[src/rtl/sccb_init_seq.sv]
// Camera register-init sequencer: walks a sync ROM table, issues SCCB writes, waits ms delays, stops on FFFF.
// Latency: FETCH + DECODE + ISSUE (3 cycles min) per write entry plus the master's transaction time.
// Backpressure: sccb_valid and write data are held until sccb_ready; optional NACK retries under `SCCB_INIT_RETRY_EN.
module sccb_init_seq #(
    parameter int          NUM_ENTRIES   = 64,
    parameter logic [7:0]  DEV_ADDR      = 8'h42,
    parameter int          CYCLES_PER_MS = 100000,
    parameter int          MAX_RETRY     = 3
) (
    input  logic        clk,
    input  logic        rstn,
    input  logic        start,
    output logic [7:0]  rom_addr,
    input  logic [15:0] rom_data,
    output logic        sccb_valid,
    input  logic        sccb_ready,
    output logic [7:0]  sccb_dev_addr,
    output logic [7:0]  sccb_reg_addr,
    output logic [7:0]  sccb_wdata,
    input  logic        sccb_done,
    input  logic        sccb_nack,
    output logic        busy,
    output logic        done,
    output logic        err,
    output logic [7:0]  err_idx
);

    typedef enum logic [2:0] {
        IDLE, FETCH, DECODE, ISSUE, WAIT_DONE, DELAY, FINISH, ERROR
    } state_t;

    localparam logic [8:0]  LAST_IDX = 9'(NUM_ENTRIES);
    localparam logic [31:0] CPM      = 32'(CYCLES_PER_MS);

    state_t      state;
    logic [8:0]  index;
    logic [8:0]  index_nxt;
    logic [31:0] dly_cnt;
    logic        xfer_done;

`ifdef SCCB_INIT_RETRY_EN
    localparam int RW = (MAX_RETRY < 1) ? 1 : $clog2(MAX_RETRY + 1);
    logic [RW-1:0] retry_cnt;
`endif

    assign sccb_dev_addr = DEV_ADDR;
    assign index_nxt     = index + 9'd1;

    // Completion may coincide with the ready handshake; treat both the same way.
    assign xfer_done = sccb_done &&
                       ((state == WAIT_DONE) || ((state == ISSUE) && sccb_ready));

    always_ff @(posedge clk) begin
        if (!rstn) begin
            state         <= IDLE;
            index         <= '0;
            dly_cnt       <= '0;
            rom_addr      <= '0;
            sccb_valid    <= 1'b0;
            sccb_reg_addr <= '0;
            sccb_wdata    <= '0;
            busy          <= 1'b0;
            done          <= 1'b0;
            err           <= 1'b0;
            err_idx       <= '0;
`ifdef SCCB_INIT_RETRY_EN
            retry_cnt     <= '0;
`endif
        end else begin
            case (state)
                IDLE: begin
                    if (start) begin
                        index    <= '0;
                        rom_addr <= '0;
                        done     <= 1'b0;
                        err      <= 1'b0;
                        busy     <= 1'b1;
                        state    <= FETCH;
`ifdef SCCB_INIT_RETRY_EN
                        retry_cnt <= '0;
`endif
                    end
                end
                FETCH: begin
                    rom_addr <= index[7:0];
                    state    <= DECODE;
                end
                DECODE: begin
                    if (index == LAST_IDX || rom_data == 16'hFFFF) begin
                        state <= FINISH;
                    end else if (rom_data[15:8] == 8'hF0) begin
                        dly_cnt <= 32'(rom_data[7:0]) * CPM;
                        state   <= DELAY;
                    end else begin
                        sccb_reg_addr <= rom_data[15:8];
                        sccb_wdata    <= rom_data[7:0];
                        sccb_valid    <= 1'b1;
                        state         <= ISSUE;
                    end
                end
                ISSUE: begin
                    if (sccb_ready) begin
                        sccb_valid <= 1'b0;
                        state      <= WAIT_DONE;
                    end
                end
                WAIT_DONE: begin
                end
                DELAY: begin
                    if (dly_cnt == '0) begin
                        index    <= index_nxt;
                        rom_addr <= index_nxt[7:0];
                        state    <= FETCH;
                    end else begin
                        dly_cnt <= dly_cnt - 32'd1;
                    end
                end
                FINISH: begin
                    done  <= 1'b1;
                    busy  <= 1'b0;
                    state <= IDLE;
                end
                ERROR: begin
                    err     <= 1'b1;
                    err_idx <= index[7:0];
                    busy    <= 1'b0;
                    state   <= IDLE;
                end
                default: state <= IDLE;
            endcase

            if (xfer_done) begin
                if (!sccb_nack) begin
                    index    <= index_nxt;
                    rom_addr <= index_nxt[7:0];
                    state    <= FETCH;
`ifdef SCCB_INIT_RETRY_EN
                    retry_cnt <= '0;
`endif
                end else begin
`ifdef SCCB_INIT_RETRY_EN
                    // Re-issue the same latched write until the retry budget is spent.
                    if (retry_cnt < RW'(MAX_RETRY)) begin
                        retry_cnt  <= retry_cnt + 1'b1;
                        sccb_valid <= 1'b1;
                        state      <= ISSUE;
                    end else begin
                        sccb_valid <= 1'b0;
                        state      <= ERROR;
                    end
`else
                    sccb_valid <= 1'b0;
                    state      <= ERROR;
`endif
                end
            end
        end
    end

endmodule

[config.mk]
export PLATFORM = sky130hd
export DESIGN_NAME = sccb_init_seq
export DESIGN_NICKNAME = d
export VERILOG_FILES = /design/src/rtl/sccb_init_seq.sv
export SDC_FILE = /design/constraint.sdc
export NUM_CORES = 1
export LEC_CHECK = 0
export ABC_AREA = 1
export BUFFER_PORTS_ARGS = -buffer_cell sky130_fd_sc_hd__buf_4
export CAP_MARGIN = 20
export CORE_AREA = 2 2 100 102
export CTS_CLUSTER_SIZE = 14
export DETAILED_ROUTE_END_ITERATION = 6
export DIE_AREA = 0 0 102 104
export HOLD_SLACK_MARGIN = 0.05
export PLACE_DENSITY = 0.86
export SLEW_MARGIN = 15
export SYNTH_ARGS = -nofsm -noshare
export SYNTH_HDL_FRONTEND = slang
export SYNTH_SLANG_ARGS = --single-unit
export TNS_END_PERCENT = 5
[constraint.sdc]
create_clock -name clk -period 5.08 [get_ports clk]
set_clock_uncertainty 0.1 [all_clocks]
set_input_delay 0.254 -clock clk [delete_from_list [all_inputs] [get_ports clk]]
set_output_delay 0.254 -clock clk [all_outputs]
set_load 0.03 [all_outputs]
==> results by group <==
Hold path
  – Min-Delay Path Class: input port to register
  – Hold depth: 3
  – WHS Endpoint: sccb_reg_addr[7]
  – HP Start: rom_data[15]

Floorplan
  – Num rows: 36
  – I/O Pins: 66
  – Initial Utilization: between 60% and 70%
  – Die Footprint: roughly 11,000 um^2
  – Die height: about 100 um
  – Die Width: roughly 100 um
  – Core area: about 9500 um^2

Yosys
  – Synth Cell Area: ~6000 um^2
  – Ys Warns: 0
  – Synth Register Bits: 80
  – Synth area leaders: dfxtp_1 (26%), nand2_1 (15%), ha_1 (11%)
  – Post-synthesis area per instance: between 6 and 7 um^2
  – Compound-Gate Fraction of Synth Area: 11.9%
  – Dominant combinational cell family by area after synthesis: simple AND/OR/NAND/NOR gates
  – Simple-gate share of the synthesized area: between 30% and 40%
  – Mux contribution to synthesized area: 0%
  – Synth Instances: between 900 and 1,000
  – Post-Synth Adder-Cell Area: 15.4%
  – Post-synth EDFFs: 0
  – Synth Area in XOR/XNOR: 2.72%
  – Synth top area share: between 20% and 30%
  – Netlist cell types: 38
  – Async S/R FF share, synth: 0%
  – Synth area leader: dfxtp_1
  – Main flop type after synthesis: dfxtp_1
  – Post-synthesis sequential area ratio: a little over a quarter

Global routing
  – Grt total ovfl: 0
  – Total global-route track usage: around 29%
  – Vias in the first global route: approximately 5,500
  – Largest net degree at the start of global routing: 50
  – Initial antenna violation count: 0
  – First-pass GRT wire length: around 25,000 um

Job
  – Maximum Capacitance Violations: 0

Final layout
  – Antenna diodes: 0
  – Commonest non-fill, non-tap cell in the layout: nand2_1
  – # fillers: 850
  – Commonest cells after routing, fill and taps aside: nand2_1 (238), nor2_1 (149), inv_1 (90), dfxtp_1 (80)
  – Final net count: ~1,100
  – Share of cells above drive strength 1: roughly 11%
  – Area growth, synth to finish: 10.6%

Drt
  – Remaining antenna violation count: 0
  – Detailed Route WL: between 10,000 and 15,000 um
  – Pre-antenna DRT Iters: 5
  – WL per Instance: 13.1 um
  – DRC: 0
  – 1st-iter DRT viols: ~440
  – Via/cell ratio: around 5.4
  – DR vias: between 5,000 and 6,000

Setup path
  – CP max-delay cell: fa_1
  – FF-to-FF End: sccb_wdata[0]
  – Slowest Stage Delay on Critical Path: 0.51 ns
  – Required time of the worst setup path: between 5 and 6 ns
  – Arr. time, crit path: ~3.5 ns
  – Crit path capture type: register
  – Critical path class: input port to register
  – Critical-path maximum fanout: 5
  – Startpoint type of the worst setup path: input port
  – Worst path cell trace: buf_4 > ha_1 > ha_1 > inv_1 > fa_1 > inv_1 > fa_1 > ha_1 > nand3_1 > nand3_1 > nand2_1 > nand2_1 > or2_2 > nand3_1 > nand2_1 > nor2_1 > nor2_1
  – RR Startpoint: index[0]
  – R2r setup slk: between 2 and 2.5 ns
  – Cells on worst reg2reg path: 11

STA
  – Slew margin rel.: ~48%
  – Worst setup margin: between 1.5 and 2 ns
  – Fin crit period: between 3 and 4 ns
  – Tcrit/Tclk final: 65.2%
  – Fmax: ~0.3 GHz
  – Worst Tran Pin Value: 0.780 ns
  – Worst hold slack: approximately 0.063 ns
  – RSZ-0062 raised after global routing: false
  – Final setup violating endpoints: 0
  – Setup TNS: 0 ns
  – Final Max Tran Viols: 0
  – Final hold vios: 0

Power and ir drop
  – Peak VDD IR: about 0.0004 V
  – Pwr/cell area: ~510 nW/um^2
  – Leakage: 3.42 nW

Placement
  – Worst slack at placement: 1.43 ns
  – PortBufs: 57
  – Routability cong.: a little over 0.9
  – Post-DP HPWL: approximately 11,000 um

CTS
  – Clock Tree Buf Depth: 2
  – Clock transition at path regs: ~0.08 ns
  – CTS Buf Count: 9
  – Sink Count: 80
  – # hold bufs at CTS: 0
  – Clk root buf: clkbuf_8
  – Post_cts resized: 0
  – H-Tree Depth: 3
  – CTS tree: yes
  – Post-CTS setup repair buffer count: 0
  – Worst skew pair latency: 0.36 ns

Outcome
  – Run status: finished, final reports clean
report_power, final:
group	switching, mW	internal, mW
clock network	0.234	0.323
logic	1.34	0.710
registers	0.106	0.743
total	1.68	1.78
metrics by stage:
stage	area [um^2]	util [%]	power, mW	instances
final	6760	70.8	3.46	1113
after global routing	6760	70.8	3.78	1113
after CTS	6760	70.8	3.44	1113
after detailed placement	6530	68.4	2.87	1099
after global placement	6530	68.4	2.84	1099
after floorplan	6130	-	2.45	942
worst max-delay path, delay by kind of cell:
kind,cells,cell delay [ns]
fa+ha+maj,5,1.97
simple gates,9,0.98
buf+inv,3,0.26
worst max-delay path by stage:
stage | start | end | slack [ns] | cells past startpoint
3_5_place_dp | rom_data[2] | dly_cnt[17] | 1.43 | 17
5_1_grt | rom_data[2] | dly_cnt[18] | 1.54 | 19
4_1_cts | rom_data[2] | dly_cnt[17] | 1.78 | 17
6_report | rom_data[2] | dly_cnt[17] | 1.77 | 17
3_3_place_gp | rom_data[2] | dly_cnt[17] | 1.48 | 17
2_1_floorplan | rom_data[2] | dly_cnt[17] | 1.83 | 16
final cells by class:
cell class / instances / area [um^2] / area share [%]
multi-input cells: 729 / 3950 / 58.4
clock inverters: 5 / 106 / 1.57
flip-flops and latches: 80 / 1600 / 23.7
well taps: 133 / 166 / 2.46
inverters: 98 / 368 / 5.44
clock buffers: 9 / 124 / 1.83
repair buffers: 59 / 443 / 6.55
synthesized netlist by cell type (all sizes together), types with 10 or more instances:
cell / count
fa: 12
o21ai: 70
clkbuf: 11
dfxtp: 80
a21oi: 59
buf: 24
inv: 98
ha: 56
nand2: 243
xor2: 11
nor2: 158
nand3: 61
or2: 10
registers in the layout (all words and copies together), names as in the netlist:
signal         count
state              3
err_idx            8
dly_cnt           32
sccb_reg_addr      8
err                1
rom_addr           8
index              9
sccb_wdata         8
sccb_valid         1
busy               1
done               1
cells by family after synthesis:
family,Yosys count
other cells,2
fa+ha+maj,68
simple gates,495
xor+xnor,19
flops,80
compound gates,139
buf+inv,133
routing by layer:
metal  wire length [um]  up-vias  part of all wire (%)  track usage (%)
met3               1050       22                   7.2             4.70
met5                  0        -                     0                0
li1                   -     3067                     -                -
met4                255        0                   1.7             7.81
met2               6390      207                    44             44.7
met1               6910     2671                    47             41.0
Note: power is estimated with default switching activity, not from simulation.
